--- src/rtl/ram_port_arbiter.sv ---
// Round-robin arbiter sharing one synchronous-read RAM port between two requesters,
// with bounded bursts and per-requester read responses one cycle after acceptance.
module ram_port_arbiter #(
  parameter int WIDTH     = 8,
  parameter int LG_DEPTH  = 6,
  parameter int MAX_BURST = 4
) (
  input  logic                clk,
  input  logic                rst_n,
  input  logic                req0_valid,
  output logic                req0_ready,
  input  logic                req0_we,
  input  logic [LG_DEPTH-1:0] req0_addr,
  input  logic [WIDTH-1:0]    req0_wdata,
  output logic                rsp0_valid,
  output logic [WIDTH-1:0]    rsp0_rdata,
  input  logic                req1_valid,
  output logic                req1_ready,
  input  logic                req1_we,
  input  logic [LG_DEPTH-1:0] req1_addr,
  input  logic [WIDTH-1:0]    req1_wdata,
  output logic                rsp1_valid,
  output logic [WIDTH-1:0]    rsp1_rdata,
  output logic                ram_en,
  output logic                ram_we,
  output logic [LG_DEPTH-1:0] ram_addr,
  output logic [WIDTH-1:0]    ram_wdata,
  input  logic [WIDTH-1:0]    ram_rdata
);

  localparam int               CNT_W    = (MAX_BURST > 1) ? $clog2(MAX_BURST) : 1;
  localparam logic [CNT_W-1:0] CNT_LAST = CNT_W'(MAX_BURST - 1);

  typedef enum logic [1:0] {
    ST_IDLE   = 2'd0,
    ST_GRANT0 = 2'd1,
    ST_GRANT1 = 2'd2
  } state_t;

  state_t           state_r, state_nxt_s;
  logic [CNT_W-1:0] cnt_r, cnt_nxt_s;
  logic             last_r, last_nxt_s;
  logic             xfer0_s, xfer1_s;
  logic             rsp0_valid_r, rsp1_valid_r;

  assign req0_ready = (state_r == ST_GRANT0);
  assign req1_ready = (state_r == ST_GRANT1);
  assign xfer0_s    = req0_ready & req0_valid;
  assign xfer1_s    = req1_ready & req1_valid;

  // RAM port driven straight from the current owner's command
  always_comb begin
    ram_en    = xfer0_s | xfer1_s;
    ram_we    = 1'b0;
    ram_addr  = '0;
    ram_wdata = '0;
    if (state_r == ST_GRANT0) begin
      ram_we    = xfer0_s & req0_we;
      ram_addr  = req0_addr;
      ram_wdata = req0_wdata;
    end else if (state_r == ST_GRANT1) begin
      ram_we    = xfer1_s & req1_we;
      ram_addr  = req1_addr;
      ram_wdata = req1_wdata;
    end else begin
      ram_we    = 1'b0;
      ram_addr  = '0;
      ram_wdata = '0;
    end
  end

  // Arbitration: tie goes to the requester that did not own the port last
  always_comb begin
    state_nxt_s = state_r;
    cnt_nxt_s   = cnt_r;
    last_nxt_s  = last_r;
    case (state_r)
      ST_IDLE: begin
        if (req0_valid && req1_valid) begin
          state_nxt_s = last_r ? ST_GRANT0 : ST_GRANT1;
        end else if (req0_valid) begin
          state_nxt_s = ST_GRANT0;
        end else if (req1_valid) begin
          state_nxt_s = ST_GRANT1;
        end else begin
          state_nxt_s = ST_IDLE;
        end
      end
      ST_GRANT0: begin
        if (xfer0_s) begin
          if (cnt_r != CNT_LAST) begin
            cnt_nxt_s = cnt_r + CNT_W'(1);
          end else begin
            cnt_nxt_s = '0;
            if (req1_valid) begin
              state_nxt_s = ST_GRANT1;
              last_nxt_s  = 1'b0;
            end else begin
              state_nxt_s = ST_GRANT0;
            end
          end
        end else begin
          cnt_nxt_s   = '0;
          last_nxt_s  = 1'b0;
          state_nxt_s = req1_valid ? ST_GRANT1 : ST_IDLE;
        end
      end
      ST_GRANT1: begin
        if (xfer1_s) begin
          if (cnt_r != CNT_LAST) begin
            cnt_nxt_s = cnt_r + CNT_W'(1);
          end else begin
            cnt_nxt_s = '0;
            if (req0_valid) begin
              state_nxt_s = ST_GRANT0;
              last_nxt_s  = 1'b1;
            end else begin
              state_nxt_s = ST_GRANT1;
            end
          end
        end else begin
          cnt_nxt_s   = '0;
          last_nxt_s  = 1'b1;
          state_nxt_s = req0_valid ? ST_GRANT0 : ST_IDLE;
        end
      end
      default: begin
        state_nxt_s = ST_IDLE;
        cnt_nxt_s   = '0;
        last_nxt_s  = 1'b1;
      end
    endcase
  end

  // Arbiter state registers
  always_ff @(posedge clk or negedge rst_n) begin
    if (!rst_n) begin
      state_r <= ST_IDLE;
      cnt_r   <= '0;
      last_r  <= 1'b1;
    end else begin
      state_r <= state_nxt_s;
      cnt_r   <= cnt_nxt_s;
      last_r  <= last_nxt_s;
    end
  end

  // Response tag captured at acceptance so an owner switch cannot lose it
  always_ff @(posedge clk or negedge rst_n) begin
    if (!rst_n) begin
      rsp0_valid_r <= 1'b0;
      rsp1_valid_r <= 1'b0;
    end else begin
      rsp0_valid_r <= xfer0_s & ~req0_we;
      rsp1_valid_r <= xfer1_s & ~req1_we;
    end
  end

  assign rsp0_valid = rsp0_valid_r;
  assign rsp1_valid = rsp1_valid_r;
  assign rsp0_rdata = rsp0_valid_r ? ram_rdata : '0;
  assign rsp1_rdata = rsp1_valid_r ? ram_rdata : '0;

endmodule
--- config.mk ---
export PLATFORM = sky130hd
export DESIGN_NAME = ram_port_arbiter
export DESIGN_NICKNAME = d
export VERILOG_FILES = /design/src/rtl/ram_port_arbiter.sv
export SDC_FILE = /design/constraint.sdc
export NUM_CORES = 1
export LEC_CHECK = 0
export BUFFER_PORTS_ARGS = -buffer_cell sky130_fd_sc_hd__clkbuf_2
export CAP_MARGIN = 0
export CORE_MARGIN = 4
export CORE_UTILIZATION = 33
export CTS_CLUSTER_SIZE = 10
export DETAILED_ROUTE_END_ITERATION = 16
export GPL_TIMING_DRIVEN = 0
export PLACE_DENSITY = 0.79
export SLEW_MARGIN = 20
export SYNTH_ARGS = -nofsm -noshare
export SYNTH_HDL_FRONTEND = slang
export SYNTH_SLANG_ARGS = --single-unit
--- constraint.sdc ---
create_clock -name clk -period 2.02 [get_ports clk]
set_input_delay 0.202 -clock clk [delete_from_list [all_inputs] [get_ports clk]]
set_output_delay 0.202 -clock clk [all_outputs]
set_load 0.02 [all_outputs]
==> results of run 1 <==
==> path summary, 6_finish.rpt <==
path                                           to  slack (ps)              startpoint
max                                   ram_addr[0]          80  state_r[0]$_DFFE_PN0P_
min                          rsp0_valid$_DFF_PN0_         110                 req0_we
max reg2reg                state_r[0]$_DFFE_PN0P_         250  state_r[1]$_DFFE_PN0P_
min reg2reg                  cnt_r[1]$_DFFE_PN0N_         510    cnt_r[1]$_DFFE_PN0N_
max in group asynchronous      last_r$_DFFE_PN1P_        1470                   rst_n
min in group asynchronous    cnt_r[0]$_DFFE_PN0N_         310                   rst_n
==> layer usage <==
| metal | vias up | global-route usage (%) | wire (µm) |
|---|---|---|---|
| li1 | 453 | - | - |
| met1 | 402 | 20.9 | 1050 |
| met2 | 53 | 28.2 | 1240 |
| met3 | 2 | 4.16 | 308 |
| met4 | 0 | 6.38 | 16 |
| met5 | - | 0 | 0 |
==> where the power goes <==
group	leakage [nW]	switching (mW)	internal (mW)
sequential	0.0915	0.0405	0.189
clock	0.0177	0.0600	0.0728
combinational	0.592	0.537	0.422
==> synthesized netlist by cell type (all sizes together) (2+ instances only) <==
master and n:
nand3 3, ha 5, o21ai 2, nor2 4, nand2b 2, and2 16, nand2 5, dfrtp 6
inv 4, nor3b 2, mux2 2, a22o 17, a2111oi 2, buf 2
==> final cells by class <==
class	count	share of cell area, %
sequential	7	14.8
inverter	4	1.26
multi-input combinational	64	41.2
tap	27	2.84
timing repair buffer	81	35.1
clock buffer	3	1.89
clock inverter	1	0.420
buffer	3	2.52
==> state kept, by name, summed over array words and instances, names as in the netlist <==
| register | flops |
|---|---|
| cnt_r | 2 |
| state_r | 2 |
| last_r | 1 |
| rsp0_valid | 1 |
| rsp1_valid | 1 |
==> placed cells by master, fill, tap and decap left out, types with 3 or more instances in the layout <==
cell	synthesis	layout
nor2_1	4	4
buf_4	1	3
nand3_1	3	3
inv_1	4	4
clkbuf_2	0	75
ha_1	5	3
dfrtp_1	6	6
a22o_1	16	16
clkbuf_4	0	4
nand2_1	5	5
and2_1	16	16
==> critical path, stage by stage (launching register included) <==
cell     delay (ps)
dfrtp_1         410
inv_1           100
ha_2            280
nor2b_4         220
buf_6           150
a22o_1          140
buf_2           170
==> cells by family (layout without fill, tap and decap cells) <==
| kind of cell | count (synthesis) | count (layout) | share of synthesized area, % |
|---|---|---|---|
| adders and majority gates | 5 | 5 | 9.12 |
| buffers and inverters | 7 | 92 | 4.56 |
| muxes | 2 | 2 | 3.28 |
| DFF | 7 | 7 | 25.7 |
| and+or+nand+nor | 34 | 34 | 28.1 |
| AOI/OAI and AO/OA | 23 | 23 | 29.2 |
==> stage by stage <==
step	setup TNS [ps]	util (%)
finish	0	60.7
global route	-0.331	60.7
CTS	0	59.1
detailed placement	0	56.3
global placement	0	56.3
floorplan	0	-
==> repair_timing <==
item | in CTS | in global routing
endpoints found under the hold margin | 7 | 0
endpoints found under the setup margin | 15 | 11
buffers inserted | 0 | 3
hold buffers | 1 | 0
gates cloned | 0 | 0
resized for setup | 6 | 6
pin swaps | 0 | 0
==> impl_metrics.ini, run 1 <==
[synthesis]
yosysSeqAreaShare_pct = 25.7
synthTopCellsByArea = dfrtp_1, a22o_1, and2_1
ys.flop_type = dfrtp_1
avgSynthCellArea_um2 = 8.79
yosysUniqueCellTypes = 22
yosys.area.top_type = dfrtp_1
synth_cells = 78
ys_async_sr_fraction_pct = 100
synth_seq_cells = 7
syn_area_um2 = 686
synth.net_count = 125
synth-edff-count = 0
synth_top_cell_area_share_pct = 21.9
ys_warn_count = 0

[critical_path]
arrival_ps = 1740
crit_fanout = 10
cp.required_ps = 1820
endpoint_kind = output pin
reg2reg_depth = 6
crit_type = reg -> out
cp-start-kind = register

[cts]
clockBufferDepth = 2
cts_tree = done
clock_latency_ps = 260
numCtsBuffers = 3
cts_max_level = 1
cts_root_buffer = clkbuf_4
cts_num_sinks = 7
path_clk_slew_ps = 60

[power]
totalPowerFinal_mw = 1.32
p_per_area_nw_per_um2 = 1110
power_leakage_nw = 0.701
peakVddDrop_mv = 0.711

[sta]
fin_crit_sh_pct = 96.1
period_minus_slack_ps = 1940
slew_violations = 0
finalHoldViolCount = 0
tightest_slew_ps = 428
max_freq_ghz = 0.515
setup_violations = 0
max_slew_margin_pct = 70.8
whs_ps = 105
layout_setup_ws_ps = 78.1
finClkSkew_ps = 2.97

[floorplanning]
dieArea_um2 = 2870
rows = 16
num_io_pins = 78
die_w_um = 53.6
start_util_pct = 34.9
coreArea_um2 = 1960
die_height_um = 53.6

[outcome]
outcome = completed

[run]
cap_violations = 0

[hold_path]
hold_path.class = in -> reg
hold_depth = 2

[place]
portBuffers = 77
placed_area_um2 = 1100
dp_hpwl_um = 2300
place_congestion = 0.813
dp.cells = 182
place_ws_ps = 13.5

[global_route]
grt_pass1_vias = 799
antenna_found_initial = 0
grt_pass1_wl_um = 3610
grt_usage_pct = 16.9
overflow = 0
grt_max_degree = 11

[finish]
layout-drive-gt1-share_pct = 58.3
multi_input_area_um2 = 490
antenna_cells = 0
post_layout_nonfiller_instances = 190
register_area_um2 = 176
area_growth_pct = 73.7
fillCellCount = 187
stdcell_area_um2 = 1190
nNetsFinal = 211

[drt]
first_iter_violations = 5
antenna_left = 0
drc_errors = 0
drt_pass1_iterations = 4
drt-total-wl_um = 2610
routedWlPerCell_um = 13.7
vias_per_cell = 4.79
via_count = 910
(Power assumes the default switching activity.)
==> inputs of run 2 (changes only) <==
ABC_AREA = 1   (was not set)
CORE_UTILIZATION = 35   (was 33)
PLACE_DENSITY = 0.8   (was 0.79)
==> impl_metrics.ini, run 2 <==
[synthesis]
ys_async_sr_fraction_pct = 100
yosysSeqAreaShare_pct = 23.2
synth_top_cell_area_share_pct = 19.7
synthTopCellsByArea = dfrtp_1, nand2_1, a22o_1
yosys.area.top_type = dfrtp_1
ys.flop_type = dfrtp_1
synthMostInstantiatedCell = nand2_1
ys_warn_count = 0
synth_seq_cells = 7
synth_cells = 113
syn_area_um2 = 762
synth-edff-count = 0
synthTopCellsByCount = nand2_1, inv_1, a22o_1
yosysUniqueCellTypes = 21
synth.net_count = 160
avgSynthCellArea_um2 = 6.74

[critical_path]
cp.required_ps = 1820
endpoint_kind = output pin
crit_fanout = 10
crit_type = reg -> out
arrival_ps = 1710
cp-start-kind = register

[power]
p_per_area_nw_per_um2 = 1120
totalPowerFinal_mw = 1.39
p_sw_share_pct = 51.4
power.share.clock_pct = 8.8
power_frac_comb_pct = 75.0
p_sw_mw = 0.713
peakVddDrop_mv = 0.783
power_leakage_nw = 0.888
p_int_mw = 0.675
seqPwrFrac_pct = 16.2

[sta]
slew_violations = 0
max_slew_margin_pct = 79.9
max_freq_ghz = 0.524
finClkSkew_ps = 1.58
setup_violations = 0
tightest_slew_ps = 301
finalHoldViolCount = 0
period_minus_slack_ps = 1910
fin_crit_sh_pct = 94.4

[global_route]
grt_pass1_vias = 780
overflow = 0
grt_usage_pct = 14.0
grt_max_degree = 11
grt_pass1_wl_um = 3090
antenna_found_initial = 0

[place]
place_congestion = 0.751
dp_hpwl_um = 2190
portBuffers = 77
dp.cells = 217
placed_area_um2 = 1180

[finish]
fillCellCount = 198
stdcell_area_um2 = 1230
layout.cells.most_common_list = clkbuf_2, nand2_1, inv_1
post_layout_nonfiller_instances = 224
layout-drive-gt1-share_pct = 47.7
area_growth_pct = 62.1
reg_top3 = cnt_r (2), state_r (2)
multi_input_area_um2 = 449
antenna_cells = 0
finalCoreUtilization_pct = 61.1
layout_commonest_cell = clkbuf_2
register_area_um2 = 176
nNetsFinal = 245

[floorplanning]
dieArea_um2 = 2990
die_height_um = 54.7
die_w_um = 54.7
num_io_pins = 78
coreArea_um2 = 2020
start_util_pct = 37.7
rows = 16

[cts]
cts_root_buffer = clkbuf_4
cts_max_level = 1
cts_num_sinks = 7
numCtsBuffers = 3
cts_tree = done
clock_latency_ps = 250
path_clk_slew_ps = 50
clockBufferDepth = 2

[drt]
drc_errors = 0
routedWlPerCell_um = 11.3
drt-total-wl_um = 2530
first_iter_violations = 12
vias_per_cell = 4.46
via_count = 999
drt_pass1_iterations = 4
antenna_left = 0

[outcome]
outcome = completed

[run]
cap_violations = 0

[hold_path]
hold_path.class = in -> reg
[run 2: worst max-delay path: stages (launching register included)]
cell      delay (ps)
dfrtp_1          400
inv_1            110
ha_2             230
inv_1             80
nor2_4           150
buf_6            160
a22o_1           150
clkbuf_2         170
[run 2: cells by family (layout without fill, tap and decap cells)]
group | after synthesis | in the layout | share of synthesized area, %
adders and majority gates | 5 | 5 | 8.21
DFF | 7 | 7 | 23.2
and+or+nand+nor | 52 | 52 | 31.9
buffers and inverters | 32 | 116 | 18.2
AOI/OAI and AO/OA | 17 | 17 | 18.6
[run 2: power by group through the flow]
| stage | clock network (mW) | logic (mW) | registers, mW |
|---|---|---|---|
| 3_3_place_gp | 0 | 0.982 | 0.227 |
| 4_1_cts | 0.130 | 1.01 | 0.229 |
| 3_5_place_dp | 0 | 1.01 | 0.233 |
| 6_report | 0.122 | 1.04 | 0.225 |
| 2_1_floorplan | 0 | 0.720 | 0.228 |
| 5_1_grt | 0.140 | 1.14 | 0.232 |
[run 2: through the flow]
| step | hold slack (ps) | setup slack (ps) | setup TNS [ps] |
|---|---|---|---|
| 3_3_place_gp | 41.4 | 418 | 0 |
| 6_report | 116 | 113 | 0 |
| 4_1_cts | 110 | 84.9 | 0 |
| 3_5_place_dp | 46.2 | 348 | 0 |
| 5_1_grt | 101 | -21.0 | -21.8 |
| 2_1_floorplan | -93.6 | 404 | 0 |
[run 2: worst paths after layout]
| kind | startpoint | endpoint | slack (ps) | depth (start not counted) |
|---|---|---|---|---|
| worst max-delay path | state_r[0]$_DFFE_PN0P_ | ram_addr[0] | 110 | 7 |
| worst min-delay path | req1_we | rsp1_valid$_DFF_PN0_ | 120 | 2 |
| worst max register to register | state_r[0]$_DFFE_PN0P_ | state_r[0]$_DFFE_PN0P_ | 690 | 9 |
| worst min register to register | last_r$_DFFE_PN1P_ | last_r$_DFFE_PN1P_ | 480 | 2 |
| max in group asynchronous | rst_n | last_r$_DFFE_PN1P_ | 1460 | 2 |
| min in group asynchronous | rst_n | rsp0_valid$_DFF_PN0_ | 320 | 2 |
[run 2: area by class of cell]
type / instances / area share [%]
multi-input combinational: 74 / 36.4
clock buffer: 4 / 2.13
sequential: 7 / 14.3
tap: 27 / 2.74
buffer: 5 / 2.84
timing repair buffer: 80 / 33.2
inverter: 27 / 8.41
[run 2: what timing repair did]
item / 4_1_cts / 5_1_grt
hold buffers: 1 / 0
endpoints found under the setup margin: 0 / 7
buffers inserted: 0 / 2
endpoints found under the hold margin: 7 / 0
resized for setup: 0 / 1
[run 2: layer usage]
metal,vias to the layer above,track usage [%],share of wire [%]
met3,0,5.45,8.5
met2,39,24.6,54
li1,521,-,-
met4,0,2.49,0
met5,-,0,0
met1,439,16.0,38
==> inputs of run 3 (changes only) <==
RECOVER_POWER = 25   (was not set)
==> impl_metrics.ini, run 3 (synthesis results as in run 2) <==
[global_route]
grt_pass1_vias = 780
antenna_found_initial = 0
grt_usage_pct = 14.0
grt_max_degree = 11
overflow = 0
grt_pass1_wl_um = 3090

[power]
power_leakage_nw = 0.878
power.share.clock_pct = 8.8
totalPowerFinal_mw = 1.39
p_sw_mw = 0.713
power_frac_comb_pct = 74.9
p_int_mw = 0.673
seqPwrFrac_pct = 16.2
p_sw_share_pct = 51.4
p_per_area_nw_per_um2 = 1130
peakVddDrop_mv = 0.783

[floorplanning]
die_w_um = 54.7
die_height_um = 54.7
start_util_pct = 37.7
num_io_pins = 78
rows = 16
coreArea_um2 = 2020
dieArea_um2 = 2990

[finish]
antenna_cells = 0
stdcell_area_um2 = 1230
reg_top3 = cnt_r (2), state_r (2)
finalCoreUtilization_pct = 60.9
post_layout_nonfiller_instances = 224
area_growth_pct = 61.6
nNetsFinal = 245
layout.cells.most_common_list = clkbuf_2, nand2_1, inv_1
layout-drive-gt1-share_pct = 46.2
layout_commonest_cell = clkbuf_2

[drt]
routedWlPerCell_um = 11.3
drc_errors = 0
drt-total-wl_um = 2530
vias_per_cell = 4.46
drt_pass1_iterations = 4
via_count = 999
antenna_left = 0
first_iter_violations = 12

[sta]
tightest_slew_ps = 382
finClkSkew_ps = 1.70
setup_violations = 0
max_slew_margin_pct = 74.5
slew_violations = 0
layout_setup_ws_ps = 113
finalHoldViolCount = 0
period_minus_slack_ps = 1910
max_freq_ghz = 0.524
fin_crit_sh_pct = 94.4

[critical_path]
cp.required_ps = 1820
cp-start-kind = register
arrival_ps = 1710
crit_type = reg -> out
endpoint_kind = output pin
crit_fanout = 10

[place]
placed_area_um2 = 1180
place_congestion = 0.751
dp.cells = 217
dp_hpwl_um = 2190
place_ws_ps = 348
portBuffers = 77

[run]
cap_violations = 0

[cts]
cts_root_buffer = clkbuf_4
clock_latency_ps = 250
path_clk_slew_ps = 50
cts_max_level = 1
clockBufferDepth = 2
cts_tree = done
cts_num_sinks = 7
numCtsBuffers = 3

[hold_path]
hold_path.class = in -> reg

[outcome]
outcome = completed
## run 3: cell count changes in the layout (fill, tap and decap cells not counted)
cell and change:
clkbuf_1 +3, clkbuf_2 -3
## run 3: power by group through the flow
stage / clock network (mW) / registers (mW) / logic [mW]
CTS: 0.130 / 0.229 / 1.01
detailed placement: 0 / 0.233 / 1.01
global route: 0.140 / 0.232 / 1.14
global placement: 0 / 0.227 / 0.982
finish: 0.122 / 0.225 / 1.04
floorplan: 0 / 0.228 / 0.720
## run 3: final cells by class
| type | instances | area [µm²] |
|---|---|---|
| repair buffers | 80 | 407 |
| multi-input cells | 74 | 449 |
| flip-flops and latches | 7 | 176 |
| plain buffers | 5 | 35.0 |
| inverters | 27 | 104 |
| well taps | 27 | 33.8 |
| clock buffers | 4 | 26.3 |
| fillers | 200 | 791 |
## run 3: what timing repair did
action / 4_1_cts / 5_1_grt
gates resized for setup: 0 / 1
endpoints found under the hold margin: 7 / 0
buffers inserted: 0 / 2
endpoints found under the setup margin: 0 / 7
hold buffers: 1 / 0
## run 3: layer usage
| layer | track usage [%] | vias up | wire (µm) |
|---|---|---|---|
| met1 | 16.0 | 439 | 952 |
| met2 | 24.6 | 39 | 1360 |
| met3 | 5.45 | 0 | 218 |
| met5 | 0 | - | 0 |
| met4 | 2.49 | 0 | 0 |
| li1 | - | 521 | - |
## run 3: worst max-delay path, cell delays in order (launching register included)
cell and delay (ps):
dfrtp_1 400, inv_1 110, ha_2 230, inv_1 80, nor2_4 150, buf_6 160
a22o_1 150, clkbuf_2 170
## run 3: stage by stage
step,TNS [ps],hold WS (ps)
floorplan,0,-93.6
detailed placement,0,46.2
global route,-21.8,101
CTS,0,110
finish,0,116
global placement,0,41.4
## run 3: worst paths after layout
| kind | slack (ps) | from | cells after the start | to |
|---|---|---|---|---|
| max | 110 | state_r[0]$_DFFE_PN0P_ | 7 | ram_addr[0] |
| min in group asynchronous | 380 | rst_n | 2 | rsp0_valid$_DFF_PN0_ |
| min reg2reg | 480 | last_r$_DFFE_PN1P_ | 2 | last_r$_DFFE_PN1P_ |
| max reg2reg | 690 | state_r[0]$_DFFE_PN0P_ | 9 | state_r[0]$_DFFE_PN0P_ |
| max in group asynchronous | 1330 | rst_n | 2 | last_r$_DFFE_PN1P_ |
| min | 120 | req1_we | 2 | rsp1_valid$_DFF_PN0_ |
